==> src/rtl/smachine_pkg.sv <==
// Shared S-Machine constants: data memory geometry, arbiter state encoding and memory write polarity.
package smachine_pkg;
  localparam int   SM_ADDR_W = 8;
  localparam int   SM_DATA_W = 16;
  localparam logic MEM_WRITE = 1'b1;

  typedef enum logic [1:0] {
    IDLE    = 2'd0,
    CPU_ACC = 2'd1,
    DBG_ACC = 2'd2
  } arb_state_t;
endpackage

==> src/rtl/dmem_arb_sel.sv <==
// Combinational next-owner select: CPU wins a conflict unless it has used up its burst allowance.
module dmem_arb_sel
  import smachine_pkg::*;
#(
  parameter int MAX_BURST = 4,
  parameter int CNT_W     = 3
) (
  input  logic             cpu_req,
  input  logic             dbg_req,
  input  logic [CNT_W-1:0] burst_cnt,
  output arb_state_t       next_state
);
  localparam logic [CNT_W-1:0] MAX_CNT = CNT_W'(MAX_BURST);

  always_comb begin
    next_state = IDLE;
    if (cpu_req && dbg_req) begin
      next_state = (burst_cnt == MAX_CNT) ? DBG_ACC : CPU_ACC;
    end else if (cpu_req) begin
      next_state = CPU_ACC;
    end else if (dbg_req) begin
      next_state = DBG_ACC;
    end
  end
endmodule

==> src/rtl/dmem_arbiter.sv <==
// CPU/debug arbiter for the single-port data memory: ack one cycle after req, full throughput while held, stall until acked.
// Defining DMEM_ARB_STATS_EN adds saturating grant/conflict counters; arbitration is unchanged.
module dmem_arbiter
  import smachine_pkg::*;
#(
  parameter int ADDR_W    = SM_ADDR_W,
  parameter int DATA_W    = SM_DATA_W,
  parameter int MAX_BURST = 4
) (
  input  logic              clk,
  input  logic              reset,
  input  logic              cpu_req,
  input  logic              cpu_we,
  input  logic [ADDR_W-1:0] cpu_addr,
  input  logic [DATA_W-1:0] cpu_wdata,
  output logic              cpu_ack,
  output logic [DATA_W-1:0] cpu_rdata,
  output logic              cpu_stall,
  input  logic              dbg_req,
  input  logic              dbg_we,
  input  logic [ADDR_W-1:0] dbg_addr,
  input  logic [DATA_W-1:0] dbg_wdata,
  output logic              dbg_ack,
  output logic [DATA_W-1:0] dbg_rdata,
  output logic              mem_read_write,
  output logic [ADDR_W-1:0] mem_addr,
  output logic [DATA_W-1:0] mem_wdata,
  input  logic [DATA_W-1:0] mem_rdata
`ifdef DMEM_ARB_STATS_EN
  ,
  output logic [15:0]       stat_cpu_grants,
  output logic [15:0]       stat_dbg_grants,
  output logic [15:0]       stat_conflicts
`endif
);
  localparam int               CNT_W   = $clog2(MAX_BURST + 1);
  localparam logic [CNT_W-1:0] MAX_CNT = CNT_W'(MAX_BURST);

  arb_state_t        r_state;
  arb_state_t        w_next;
  logic [CNT_W-1:0]  r_burst_cnt;
  logic [DATA_W-1:0] r_cpu_rdata;
  logic [DATA_W-1:0] r_dbg_rdata;

  dmem_arb_sel #(
    .MAX_BURST (MAX_BURST),
    .CNT_W     (CNT_W)
  ) u_sel (
    .cpu_req    (cpu_req),
    .dbg_req    (dbg_req),
    .burst_cnt  (r_burst_cnt),
    .next_state (w_next)
  );

  // A slot whose owner dropped req is wasted: no ack and no write.
  always_comb begin
    cpu_ack        = (r_state == CPU_ACC) && cpu_req && !reset;
    dbg_ack        = (r_state == DBG_ACC) && dbg_req && !reset;
    mem_read_write = 1'b0;
    mem_addr       = '0;
    mem_wdata      = '0;
    case (r_state)
      CPU_ACC: begin
        mem_addr  = cpu_addr;
        mem_wdata = cpu_wdata;
        if (cpu_ack && cpu_we) mem_read_write = MEM_WRITE;
      end
      DBG_ACC: begin
        mem_addr  = dbg_addr;
        mem_wdata = dbg_wdata;
        if (dbg_ack && dbg_we) mem_read_write = MEM_WRITE;
      end
      default: ;
    endcase
    cpu_rdata = cpu_ack ? mem_rdata : r_cpu_rdata;
    dbg_rdata = dbg_ack ? mem_rdata : r_dbg_rdata;
    cpu_stall = cpu_req && !cpu_ack && !reset;
  end

  always_ff @(posedge clk) begin
    if (reset) begin
      r_state     <= IDLE;
      r_burst_cnt <= '0;
      r_cpu_rdata <= '0;
      r_dbg_rdata <= '0;
    end else begin
      r_state <= w_next;
      if (!dbg_req || w_next == DBG_ACC) begin
        r_burst_cnt <= '0;
      end else if (w_next == CPU_ACC && r_burst_cnt != MAX_CNT) begin
        r_burst_cnt <= r_burst_cnt + 1'b1;
      end
      if (cpu_ack) r_cpu_rdata <= mem_rdata;
      if (dbg_ack) r_dbg_rdata <= mem_rdata;
    end
  end

`ifdef DMEM_ARB_STATS_EN
  logic [15:0] r_stat_cpu;
  logic [15:0] r_stat_dbg;
  logic [15:0] r_stat_conf;

  // Grants count performed accesses, so wasted slots are not included.
  always_ff @(posedge clk) begin
    if (reset) begin
      r_stat_cpu  <= '0;
      r_stat_dbg  <= '0;
      r_stat_conf <= '0;
    end else begin
      if (cpu_ack && r_stat_cpu != 16'hFFFF) r_stat_cpu <= r_stat_cpu + 16'd1;
      if (dbg_ack && r_stat_dbg != 16'hFFFF) r_stat_dbg <= r_stat_dbg + 16'd1;
      if (cpu_req && dbg_req && r_stat_conf != 16'hFFFF) r_stat_conf <= r_stat_conf + 16'd1;
    end
  end

  assign stat_cpu_grants = r_stat_cpu;
  assign stat_dbg_grants = r_stat_dbg;
  assign stat_conflicts  = r_stat_conf;
`endif
endmodule

==> config.mk <==
export PLATFORM = sky130hd
export DESIGN_NAME = dmem_arbiter
export DESIGN_NICKNAME = d
export VERILOG_FILES = /design/src/rtl/smachine_pkg.sv /design/src/rtl/dmem_arb_sel.sv /design/src/rtl/dmem_arbiter.sv
export SDC_FILE = /design/constraint.sdc
export NUM_CORES = 1
export LEC_CHECK = 0
export ABC_AREA = 1
export BUFFER_PORTS_ARGS = -buffer_cell sky130_fd_sc_hd__buf_2
export CAP_MARGIN = 25
export CORE_MARGIN = 5
export CORE_UTILIZATION = 38
export CTS_CLUSTER_DIAMETER = 120
export DETAILED_ROUTE_END_ITERATION = 7
export PLACE_DENSITY = 0.77
export SYNTH_ARGS = -nofsm -noshare
export SYNTH_HDL_FRONTEND = slang
export SYNTH_SLANG_ARGS = --single-unit
export TNS_END_PERCENT = 10
==> constraint.sdc <==
create_clock -name clk -period 1.8 [get_ports clk]
set_input_delay 0.09 -clock clk [delete_from_list [all_inputs] [get_ports clk]]
set_output_delay 0.09 -clock clk [all_outputs]
set_load 0.1 [all_outputs]
==> Implementation_results.wiki, run 1 <==
{| class="wikitable"
! Metric !! Value
|-
| Outcome || finished, final reports clean
|-
| Setup Skew || 9.21 ps
|-
| Final routed DRC violation total || 0
|-
| Most used cells in the layout excluding fill and tap cells || 124 x nand2_1, 72 x inv_1, 69 x buf_2, 60 x buf_12, 36 x nor2_1
|-
| Non-filler cells, final || 570
|-
| Kind of start point of the critical path || flop
|-
| Count of hold-fix buffers inserted at cts || 0
|-
| Critical path endpoint category || primary output
|-
| Power per cell area || 579 nW/um^2
|-
| Hold wc startpoint || dbg_req
|-
| Leading cell type in the layout, fill and taps excluded || nand2_1
|-
| Max frequency || 571 MHz
|-
| Global-route total usage across every layer || 0.196
|-
| Slowest cell delay on critical path || 330 ps
|-
| Maximum number of pins on one net before global-route repair || 26
|-
| Cell with the largest stage delay on the worst path || dfxtp_2
|-
| Initial antenna violation count || 0
|-
| Final Instance Area || 4140 sq um
|-
| Setup tns final || 0 ps
|-
| Remaining number of nets flagged by the antenna check after routing || 0
|-
| Sink count of the clock tree || 37
|-
| Post-place instance area || 3830 sq um
|-
| Number of DRC markers in iteration 0 || 98
|-
| Worst skew pair latency || 290 ps
|-
| Worst Hold Margin || 117 ps
|-
| R2r worst-path depth || 8
|-
| Worst slew slack as a fraction of its limit || 0.618
|-
| Chain of cells forming the critical path || inv_2 -> ha_4 -> nand2_4 -> nor2_4 -> clkbuf_16 -> nand2_1 -> nand2_2 -> inv_2 -> buf_12
|-
| Clock share of power || 0.250
|-
| Path class of the lowest-slack min-delay path || input pin to flop
|-
| Total power || 2.40 mW
|-
| Number of instances in the synthesized netlist || 366
|-
| CTS tree || done
|-
| Library cells used by synthesis || 21
|-
| R2R Path End || r_cpu_rdata[5]
|-
| Flops & latches, synth || 37
|-
| Chip height || 85.6 um
|-
| Arrival time at the worst endpoint || 1660 ps
|-
| Static leakage || 2.10 nW
|-
| Per-instance average area after synthesis || 5.93 sq um
|-
| Starting utilization of the core area || 0.392
|-
| Cell with the most instances on the worst path || inv_2
|-
| Detailed-router iteration count before antenna repair || 4
|-
| RSZ-0062 raised after global routing || true
|-
| Max capacitance violation total || 0
|-
| Required arrival time at the worst endpoint || 1710 ps
|-
| Total congestion overflow after global routing || 0
|-
| Standard-cell row count || 27
|-
| Per-cell routed wire length || 13.2 um
|-
| Clock slew at reported path FFs || 60 ps
|-
| Number of buffers added on ports || 129
|-
| FF-to-FF Start || r_state[1]
|-
| Placed cells || 556
|-
| Antenna cells || 0
|-
| H-tree depth || 2
|-
| Total Nets Final || 571
|-
| Final Max Slew Viols || 0
|-
| Final critical-path required period || 1750 ps
|-
| Post-placement setup slack || 83.4 ps
|-
| Register-to-register setup slack || 480 ps
|-
| Highest ir drop seen on vdd || 0.583 mV
|-
| Detailed-route vias per instance || 4.51
|-
| Wire length of the first global-routing pass || 11600 um
|-
| Power Internal || 1.47 mW
|-
| NetSw || 0.926 mW
|-
| Share of cells above drive strength 1 || 0.448
|-
| Kind of critical path || flop to primary output
|-
| Worst Max-Slew Pin Slew || 573 ps
|-
| Total nets after synthesis || 440
|-
| DP Wirelength || 5820 um
|-
| CTS Buffer Depth || 2
|-
| Setup-failing EPs final || 0
|-
| Die X-Extent || 85.6 um
|-
| Reg power frac || 0.354
|-
| Layout-stage area growth over the synthesis result || 90.4%
|-
| Overall via count from detail_route || 2568
|-
| Fraction of power consumed by combinational cells || 0.396
|-
| Placeable core area || 5540 sq um
|-
| Synthesized area || 2170 sq um
|-
| Setup ws final || 47.5 ps
|-
| CTS root buffer || clkbuf_8
|-
| Via count of the first global-routing pass || 2487
|-
| Total wire length after detailed routing || 7540 um
|-
| Number of warnings printed during yosys synthesis || 0
|-
| Sequential area share after synthesis || 0.341
|-
| Hold Path Depth || 3
|-
| Number of buffers added by the clock tree synthesis step || 5
|-
| Die outline area || 7330 sq um
|-
| Sw Share || 0.386
|-
| Number of ports placed on the die boundary || 130
|-
| Max Fanout on Critical Path || 5
|-
| Global placer's final weighted congestion || 0.860
|-
| Share of the clock period used by the worst path after layout || 0.974
|-
| Post-layout utilization of the core || 0.747
|-
| Worst Hold End || r_state[1]
|-
| Final count of hold timing violations || 0
|}
flip-flops by register name, indices dropped and copies added, names as in the netlist:
register	count
r_state	2
r_cpu_rdata	16
r_burst_cnt	3
r_dbg_rdata	16
power groups by stage:
stage	clock network, mW	logic (mW)	registers (mW)
global route	0.650	0.996	0.850
detailed placement	0	0.910	0.866
finish	0.599	0.949	0.848
global placement	0	0.900	0.865
floorplan	0	0.561	0.864
CTS	0.611	0.916	0.847
repair_timing:
item / 4_1_cts / 5_1_grt
endpoints found under the setup margin: 39 / 55
resized for setup: 5 / 51
setup buffers: 0 / 2
gates cloned: 0 / 4
pin swaps: 0 / 9
cells by family (layout without fill, tap and decap cells):
logic type / Yosys count / after routing / share of synthesized area
AOI/OAI and AO/OA: 26 / 26 / 0.0616
xor gates and xnor gates: 1 / 1 / 0.00403
adders and majority gates: 4 / 4 / 0.0230
buffers and inverters: 105 / 234 / 0.206
DFF: 37 / 37 / 0.341
and+or+nand+nor: 193 / 196 / 0.364
final cells by class:
cell class,count,area (sq um)
Inverter,88,333
Multi-Input combinational cell,227,1230
Tap cell,72,90.1
Sequential cell,37,743
Fill cell,398,1400
Clock buffer,6,82.6
Timing Repair Buffer,138,1650
Clock inverter,2,13.8
Yosys cell counts:
cell	n	area, sq um
nand3_4	2	35.0
buf_2	5	25.0
nor3_1	1	5.00
ha_1	4	50.1
nand2_1	145	544
inv_1	87	327
nand2_2	3	18.8
dfxtp_1	37	741
a21oi_2	1	8.76
nor2_4	1	11.3
nand4_1	1	6.26
clkbuf_1	6	22.5
buf_6	4	45.0
buf_4	1	7.51
nor2_8	1	20.0
buf_8	1	15.0
inv_4	1	6.26
nand3_1	3	15.0
nor2_1	36	135
xnor2_1	1	8.76
a21oi_1	25	125
metal layers:
layer | global-route usage | vias up | wire length [um]
li1 | - | 1304 | -
met1 | 0.218 | 1136 | 2800
met2 | 0.354 | 113 | 3730
met3 | 0.0644 | 15 | 867
met4 | 0.0532 | 0 | 147
met5 | 0 | - | 0
how the worst max path moves through the flow:
stage,end,start
final,cpu_rdata[11],r_state[1]
after CTS,cpu_rdata[6],r_state[1]
after floorplan,mem_wdata[4],r_state[0]
after global routing,cpu_rdata[11],r_state[1]
after global placement,mem_wdata[5],r_state[1]
after detailed placement,mem_wdata[5],r_state[1]
critical path, delay by kind of cell, from the launching register on:
kind          cells  cell delay, ps
fa+ha+maj         1             180
buf+inv           4             450
flops             1             330
simple gates      4             420
Power figures use the tool's default switching activity.
==> inputs of run 2 (changes only) <==
Settings changed: BUFFER_PORTS_ARGS -buffer_cell sky130_fd_sc_hd__buf_2 to not set, DONT_BUFFER_PORTS set to 1, PLACE_DENSITY 0.77 to 0.57.
==> Implementation_results.wiki, run 2 (synthesized netlist as in run 1, its figures left out) <==
{| class="wikitable"
! Metric !! Value
|-
| DP Wirelength || 5130 um (-12%)
|-
| Overall via count from detail_route || 2302 (-10%)
|-
| Die X-Extent || 85.6 um (unchanged)
|-
| Kind of critical path || flop to primary output
|-
| Antenna cells || 0 (unchanged)
|-
| CTS Buffer Depth || 2 (unchanged)
|-
| Clock slew at reported path FFs || 70 ps (about the same)
|-
| Multi-input combinational cell area || 1130 sq um (-7.7%)
|-
| Highest ir drop seen on vdd || 0.487 mV (-16%)
|-
| Max frequency || 566 MHz (-0.90%)
|-
| Hold wc startpoint || dbg_req
|-
| Final Max Slew Viols || 0 (unchanged)
|-
| Number of DRC markers in iteration 0 || 65 (-34%)
|-
| CTS tree || done
|-
| Cell with the largest stage delay on the worst path || dfxtp_1
|-
| Standard-cell row count || 27 (unchanged)
|-
| Remaining number of nets flagged by the antenna check after routing || 0 (unchanged)
|-
| Non-filler cells, final || 501 (-12%)
|-
| Number of ports placed on the die boundary || 130 (unchanged)
|-
| H-tree depth || 2 (unchanged)
|-
| Setup Skew || 9.32 ps (+0.108 ps)
|-
| Detailed-route vias per instance || 4.59 (+2.0%)
|-
| Clock share of power || 0.250 (about the same)
|-
| Timing startpoint of the critical path || r_state[1]
|-
| Chip height || 85.6 um (unchanged)
|-
| Required arrival time at the worst endpoint || 1710 ps (about the same)
|-
| Leading cell type in the layout, fill and taps excluded || nand2_1
|-
| Share of cells above drive strength 1 || 0.263 (-0.184)
|-
| Post-layout utilization of the core || 0.671 (-0.0754)
|-
| Post-placement setup slack || 258 ps (+174 ps)
|-
| Via count of the first global-routing pass || 2282 (-8.2%)
|-
| Setup ws final || 31.7 ps (-15.9 ps)
|-
| Critical path endpoint category || primary output
|-
| Number of buffers added on ports || 0 (-100%)
|-
| Starting utilization of the core area || 0.392 (unchanged)
|-
| Maximum number of pins on one net before global-route repair || 34 (+31%)
|-
| Global placer's final weighted congestion || 0.845 (-1.8%)
|-
| Sink count of the clock tree || 37 (unchanged)
|-
| Initial antenna violation count || 0 (unchanged)
|-
| Placed cells || 484 (-13%)
|-
| Reg power frac || 0.373 (+0.019)
|-
| Fraction of power consumed by combinational cells || 0.376 (-0.020)
|-
| Total power || 2.27 mW (-5.4%)
|-
| NetSw || 0.884 mW (-4.6%)
|-
| Worst slew slack as a fraction of its limit || 0.719 (+0.101)
|-
| Total of fill cells in the finished design || 457 (+15%)
|-
| Max Fanout on Critical Path || 26 (+21)
|-
| Setup-failing EPs final || 0 (unchanged)
|-
| Total congestion overflow after global routing || 0 (unchanged)
|-
| Most used cells in the layout excluding fill and tap cells || 145 x nand2_1, 86 x inv_1, 62 x buf_12, 37 x dfxtp_1, 36 x nor2_1
|-
| Path class of the lowest-slack min-delay path || input pin to flop
|-
| Chain of cells forming the critical path || inv_1 -> ha_2 -> buf_6 -> nand4_1 -> a21oi_2 -> buf_12
|-
| Final count of hold timing violations || 0 (unchanged)
|-
| Registers with the most flip-flops || r_cpu_rdata (16), r_dbg_rdata (16), r_burst_cnt (3)
|-
| Detailed-router iteration count before antenna repair || 4 (unchanged)
|-
| Per-cell routed wire length || 13.6 um (+2.8%)
|-
| Area used by sequential logic in the layout || 741 sq um (-0.34%)
|-
| CTS root buffer || clkbuf_8
|-
| Number of buffers added by the clock tree synthesis step || 5 (unchanged)
|-
| Final routed DRC violation total || 0 (unchanged)
|-
| RSZ-0062 raised after global routing || true
|-
| Power per cell area || 610 nW/um^2 (+5.3%)
|-
| Worst skew pair latency || 290 ps (about the same)
|-
| Arrival time at the worst endpoint || 1680 ps (+20 ps)
|-
| Sw Share || 0.390 (+0.00321)
|-
| Static leakage || 1.83 nW (-13%)
|-
| FF-to-FF Start || r_state[0]
|-
| Slowest cell delay on critical path || 330 ps (about the same)
|-
| Layout-stage area growth over the synthesis result || 71.2%
|-
| Global-route total usage across every layer || 0.180 (-0.0156)
|-
| Wire length of the first global-routing pass || 10800 um (-6.9%)
|-
| Worst Max-Slew Pin Slew || 422 ps (-151 ps)
|-
| Max capacitance violation total || 0 (unchanged)
|-
| Placeable core area || 5540 sq um (unchanged)
|-
| Total wire length after detailed routing || 6810 um (-9.6%)
|-
| Die outline area || 7330 sq um (unchanged)
|-
| Final critical-path required period || 1770 ps (+15.9 ps)
|-
| Power Internal || 1.38 mW (-5.9%)
|-
| Outcome || finished, final reports clean
|-
| Total Nets Final || 502 (-12%)
|-
| Kind of start point of the critical path || flop
|-
| Share of the clock period used by the worst path after layout || 0.982 (+0.00881)
|}
==> run 2: cell types whose count changed in the layout (fill, tap and decap cells not counted), sizes merged <==
| cell | previous run | this run |
|---|---|---|
| clkbuf | 7 | 8 |
| nand3 | 5 | 6 |
| nor2 | 41 | 38 |
| dlygate4sd3 | 0 | 2 |
| buf | 137 | 68 |
| clkinv | 2 | 0 |
| clkinvlp | 0 | 1 |
==> run 2: metal layers <==
| layer | share of wire | wire length (um) | global-route usage |
|---|---|---|---|
| met4 | 0.015 | 101 | 0.0460 |
| met2 | 0.50 | 3390 | 0.314 |
| met3 | 0.079 | 536 | 0.0557 |
| met5 | 0 | 0 | 0 |
| met1 | 0.41 | 2780 | 0.214 |
==> run 2: worst max-delay path, delay by kind of cell (launching register included) <==
kind                       cells  cell delay [ps]
buffers and inverters          3              490
adders and majority gates      1              220
DFF                            1              330
AOI/OAI and AO/OA              1              200
and+or+nand+nor                1              140
==> run 2: per-stage QoR <==
stage | instance area, sq um | TNS (ps) | hold slack [ps]
after floorplan | 2270 | -7590 | 216
after global routing | 3720 | -481 | 43.4
final | 3720 | 0 | 13.9
after CTS | 3620 | -7.95 | 10.6
after global placement | 3470 | 0 | 169
after detailed placement | 3470 | 0 | 171
==> run 2: worst paths after layout <==
path | to | slack [ps] | depth (start not counted)
worst max-delay path | mem_read_write | 30 | 6
worst min-delay path | r_state[0] | 10 | 3
worst max register to register | r_dbg_rdata[6] | 530 | 8
worst min register to register | r_burst_cnt[0] | 450 | 1
==> run 2: power by group through the flow <==
stage | Combinational, mW | Clock (mW) | Sequential (mW)
6_report | 0.854 | 0.568 | 0.847
2_1_floorplan | 0.561 | 0 | 0.864
5_1_grt | 0.892 | 0.610 | 0.848
4_1_cts | 0.846 | 0.576 | 0.847
3_5_place_dp | 0.818 | 0 | 0.866
3_3_place_gp | 0.811 | 0 | 0.865
==> run 2: final cells by class <==
cell class | count | area share
clock buffer | 7 | 0.0205
clock inverter | 1 | 0.00202
inverter | 88 | 0.0895
multi-input combinational | 225 | 0.305
sequential | 37 | 0.199
tap | 72 | 0.0242
timing repair buffer | 71 | 0.360
==> run 2: repair_timing <==
item | CTS | global route
setup buffers | 0 | 4
resized for setup | 3 | 5
gates cloned | 1 | 1
setup endpoints to repair | 49 | 37
endpoints found under the hold margin | 35 | 0
hold buffers | 3 | 0
pin swaps | 1 | 2
==> inputs of run 3 (changes only) <==
Settings changed: PLACE_DENSITY 0.57 to 0.59.
Clock period 1.8 ns to 1.57 ns, I/O delays scaled along.
==> Implementation_results.wiki, run 3 (synthesized netlist as in run 1, its figures left out) <==
{| class="wikitable"
! Metric !! Value
|-
| Outcome || finished, violations left
|-
| Violations in the final reports || negative setup slack
|-
| Required arrival time at the worst endpoint || 1490 ps (-220 ps)
|-
| Kind of start point of the critical path || flop
|-
| Highest ir drop seen on vdd || 0.467 mV (-4.2%)
|-
| Number of ports placed on the die boundary || 130 (unchanged)
|-
| DP Wirelength || 5120 um (-0.25%)
|-
| Number of buffers added by the clock tree synthesis step || 5 (unchanged)
|-
| Sink count of the clock tree || 37 (unchanged)
|-
| Total Nets Final || 504 (+0.40%)
|-
| Setup-failing EPs final || 57 (+57)
|-
| Clock slew at reported path FFs || 70 ps (about the same)
|-
| Setup tns final || -1920 ps (-1920 ps)
|-
| Met1 layer wirelength in the final routing || 2550 um (-8.5%)
|-
| Met2 WL post-DR || 3650 um (+7.6%)
|-
| Sw Share || 0.391 (+0.00176)
|-
| Detailed-route vias per instance || 4.64 (+1.0%)
|-
| Maximum number of pins on one net before global-route repair || 34 (unchanged)
|-
| Hold Path Depth || 4 (+1)
|-
| Worst slew slack as a fraction of its limit || 0.814 (+0.0954)
|-
| Max frequency || 610 MHz
|-
| CTS Buffer Depth || 2 (unchanged)
|-
| H-tree depth || 2 (unchanged)
|-
| Global placer's final weighted congestion || 0.793 (-6.2%)
|-
| Max capacitance violation total || 0 (unchanged)
|-
| Post-layout utilization of the core || 0.719 (+0.0479)
|-
| Leading cell type in the layout, fill and taps excluded || nand2_1
|-
| Post-placement setup slack || 90.8 ps (-167 ps)
|-
| Static leakage || 1.81 nW (-1.1%)
|-
| Register-to-register setup slack || 360 ps (-170 ps)
|-
| Worst skew pair latency || 280 ps (about the same)
|-
| Path class of the lowest-slack min-delay path || input pin to flop
|-
| Critical path endpoint category || primary output
|-
| FF-to-FF Start || r_state[1]
|-
| RSZ-0062 raised after global routing || true
|-
| Setup ws final || -69.4 ps (-101 ps)
|-
| Top sig layer || met4
|-
| Total power || 2.65 mW (+17%)
|-
| NetSw || 1.04 mW (+17%)
|-
| Number of buffers added on ports || 0 (unchanged)
|-
| Via count of the first global-routing pass || 2364 (+3.6%)
|-
| Remaining number of nets flagged by the antenna check after routing || 0 (unchanged)
|-
| Setup Skew || 6.77 ps (-2.55 ps)
|-
| Timing startpoint of the critical path || r_state[1]
|-
| Worst Hold Margin || 42.3 ps (+28.3 ps)
|-
| Total congestion overflow after global routing || 0 (unchanged)
|-
| Clock share of power || 0.234 (-0.016)
|-
| Number of DRC markers in iteration 0 || 72 (+11%)
|-
| Detailed-router iteration count before antenna repair || 4 (unchanged)
|-
| CTS root buffer || clkbuf_8
|-
| CTS tree || done
|-
| Die X-Extent || 85.6 um (unchanged)
|-
| Worst Max-Slew Pin Slew || 281 ps (-141 ps)
|-
| Standard-cell row count || 27 (unchanged)
|-
| Met3 wire length || 605 um (+13%)
|-
| Reg power frac || 0.367 (-0.006)
|-
| Share of cells above drive strength 1 || 0.425 (+0.161)
|-
| Final count of hold timing violations || 0 (unchanged)
|-
| Per-cell routed wire length || 13.8 um (+1.3%)
|-
| Final Max Slew Viols || 0 (unchanged)
|-
| Power per cell area || 666 nW/um^2 (+9.1%)
|-
| Registers with the most flip-flops || r_cpu_rdata (16), r_dbg_rdata (16), r_burst_cnt (3)
|-
| Global-route total usage across every layer || 0.186 (+0.00637)
|-
| Layout-stage area growth over the synthesis result || 83.4%
|-
| Placeable core area || 5540 sq um (unchanged)
|-
| Total wire length after detailed routing || 6930 um (+1.7%)
|-
| R2r worst-path depth || 7 (-1)
|-
| Die outline area || 7330 sq um (unchanged)
|-
| Power Internal || 1.61 mW (+17%)
|-
| Arrival time at the worst endpoint || 1560 ps (-120 ps)
|-
| End point of the critical path || cpu_rdata[0]
|-
| Max Fanout on Critical Path || 8 (-69%)
|-
| Final critical-path required period || 1640 ps
|-
| Starting utilization of the core area || 0.392 (unchanged)
|-
| Chip height || 85.6 um (unchanged)
|-
| Antenna cells || 0 (unchanged)
|-
| Wire length of the first global-routing pass || 11000 um (+1.9%)
|-
| Overall via count from detail_route || 2335 (+1.4%)
|-
| R2R Path End || r_cpu_rdata[7]
|-
| Kind of critical path || flop to primary output
|-
| Initial antenna violation count || 0 (unchanged)
|-
| Final routed DRC violation total || 0 (unchanged)
|-
| Fraction of power consumed by combinational cells || 0.399 (+0.023)
|-
| Share of the clock period used by the worst path after layout || 1.04
|-
| Most used cells in the layout excluding fill and tap cells || 112 x nand2_1, 62 x buf_12, 54 x inv_1, 36 x nor2_1
|}
[run 3: cell count changes in the layout (fill, tap and decap cells not counted), sizes merged]
cell	delta
buf	+3
clkbuf	-2
clkinv	+2
clkinvlp	-1
[run 3: power groups by stage]
stage          Combinational (mW)  Clock (mW)  Sequential [mW]
3_5_place_dp                0.988           0            0.993
2_1_floorplan               0.703           0            0.990
4_1_cts                      1.05       0.642            0.973
3_3_place_gp                0.980           0            0.991
5_1_grt                      1.10       0.687            0.975
6_report                     1.06       0.621            0.973
[run 3: area by class of cell]
class / count / area, sq um
Inverter: 88 / 333
Fill cell: 417 / 1560
Tap cell: 72 / 90.1
Clock buffer: 6 / 72.6
Sequential cell: 37 / 743
Clock inverter: 2 / 10.0
Multi-Input combinational cell: 225 / 1380
Timing Repair Buffer: 73 / 1360
[run 3: worst max-delay path: stages, from the launching register on]
cell,delay (ps)
dfxtp_2,340
inv_2,70
ha_4,150
buf_4,140
nand3_4,160
nand2_1,120
nand2_2,70
inv_2,70
buf_12,170
[run 3: worst min path at each step]
stage | from | slack (ps) | to
6_report | mem_rdata[14] | 40 | r_cpu_rdata[14]
5_1_grt | mem_rdata[14] | 60 | r_cpu_rdata[14]
2_1_floorplan | cpu_req | 200 | r_state[0]
3_3_place_gp | reset | 160 | r_cpu_rdata[0]
3_5_place_dp | reset | 160 | r_dbg_rdata[3]
4_1_cts | mem_rdata[14] | 40 | r_cpu_rdata[14]
[run 3: layer usage]
metal / GRT usage / up-vias
li1: - / 1168
met5: 0 / -
met4: 0.0547 / 0
met3: 0.0644 / 11
met1: 0.196 / 1065
met2: 0.348 / 91
[run 3: through the flow]
| stage | area, sq um | instances |
|---|---|---|
| floorplan | 2480 | 366 |
| global placement | 3640 | 486 |
| detailed placement | 3640 | 486 |
| CTS | 3910 | 502 |
| global route | 3980 | 503 |
| finish | 3980 | 503 |
[run 3: repair_timing]
item,CTS,global route
hold buffers,3,0
gates resized for setup,53,28
pin swaps,5,8
setup endpoints to repair,60,60
hold endpoints to repair,37,0
buffers inserted,4,0
gates cloned,1,1
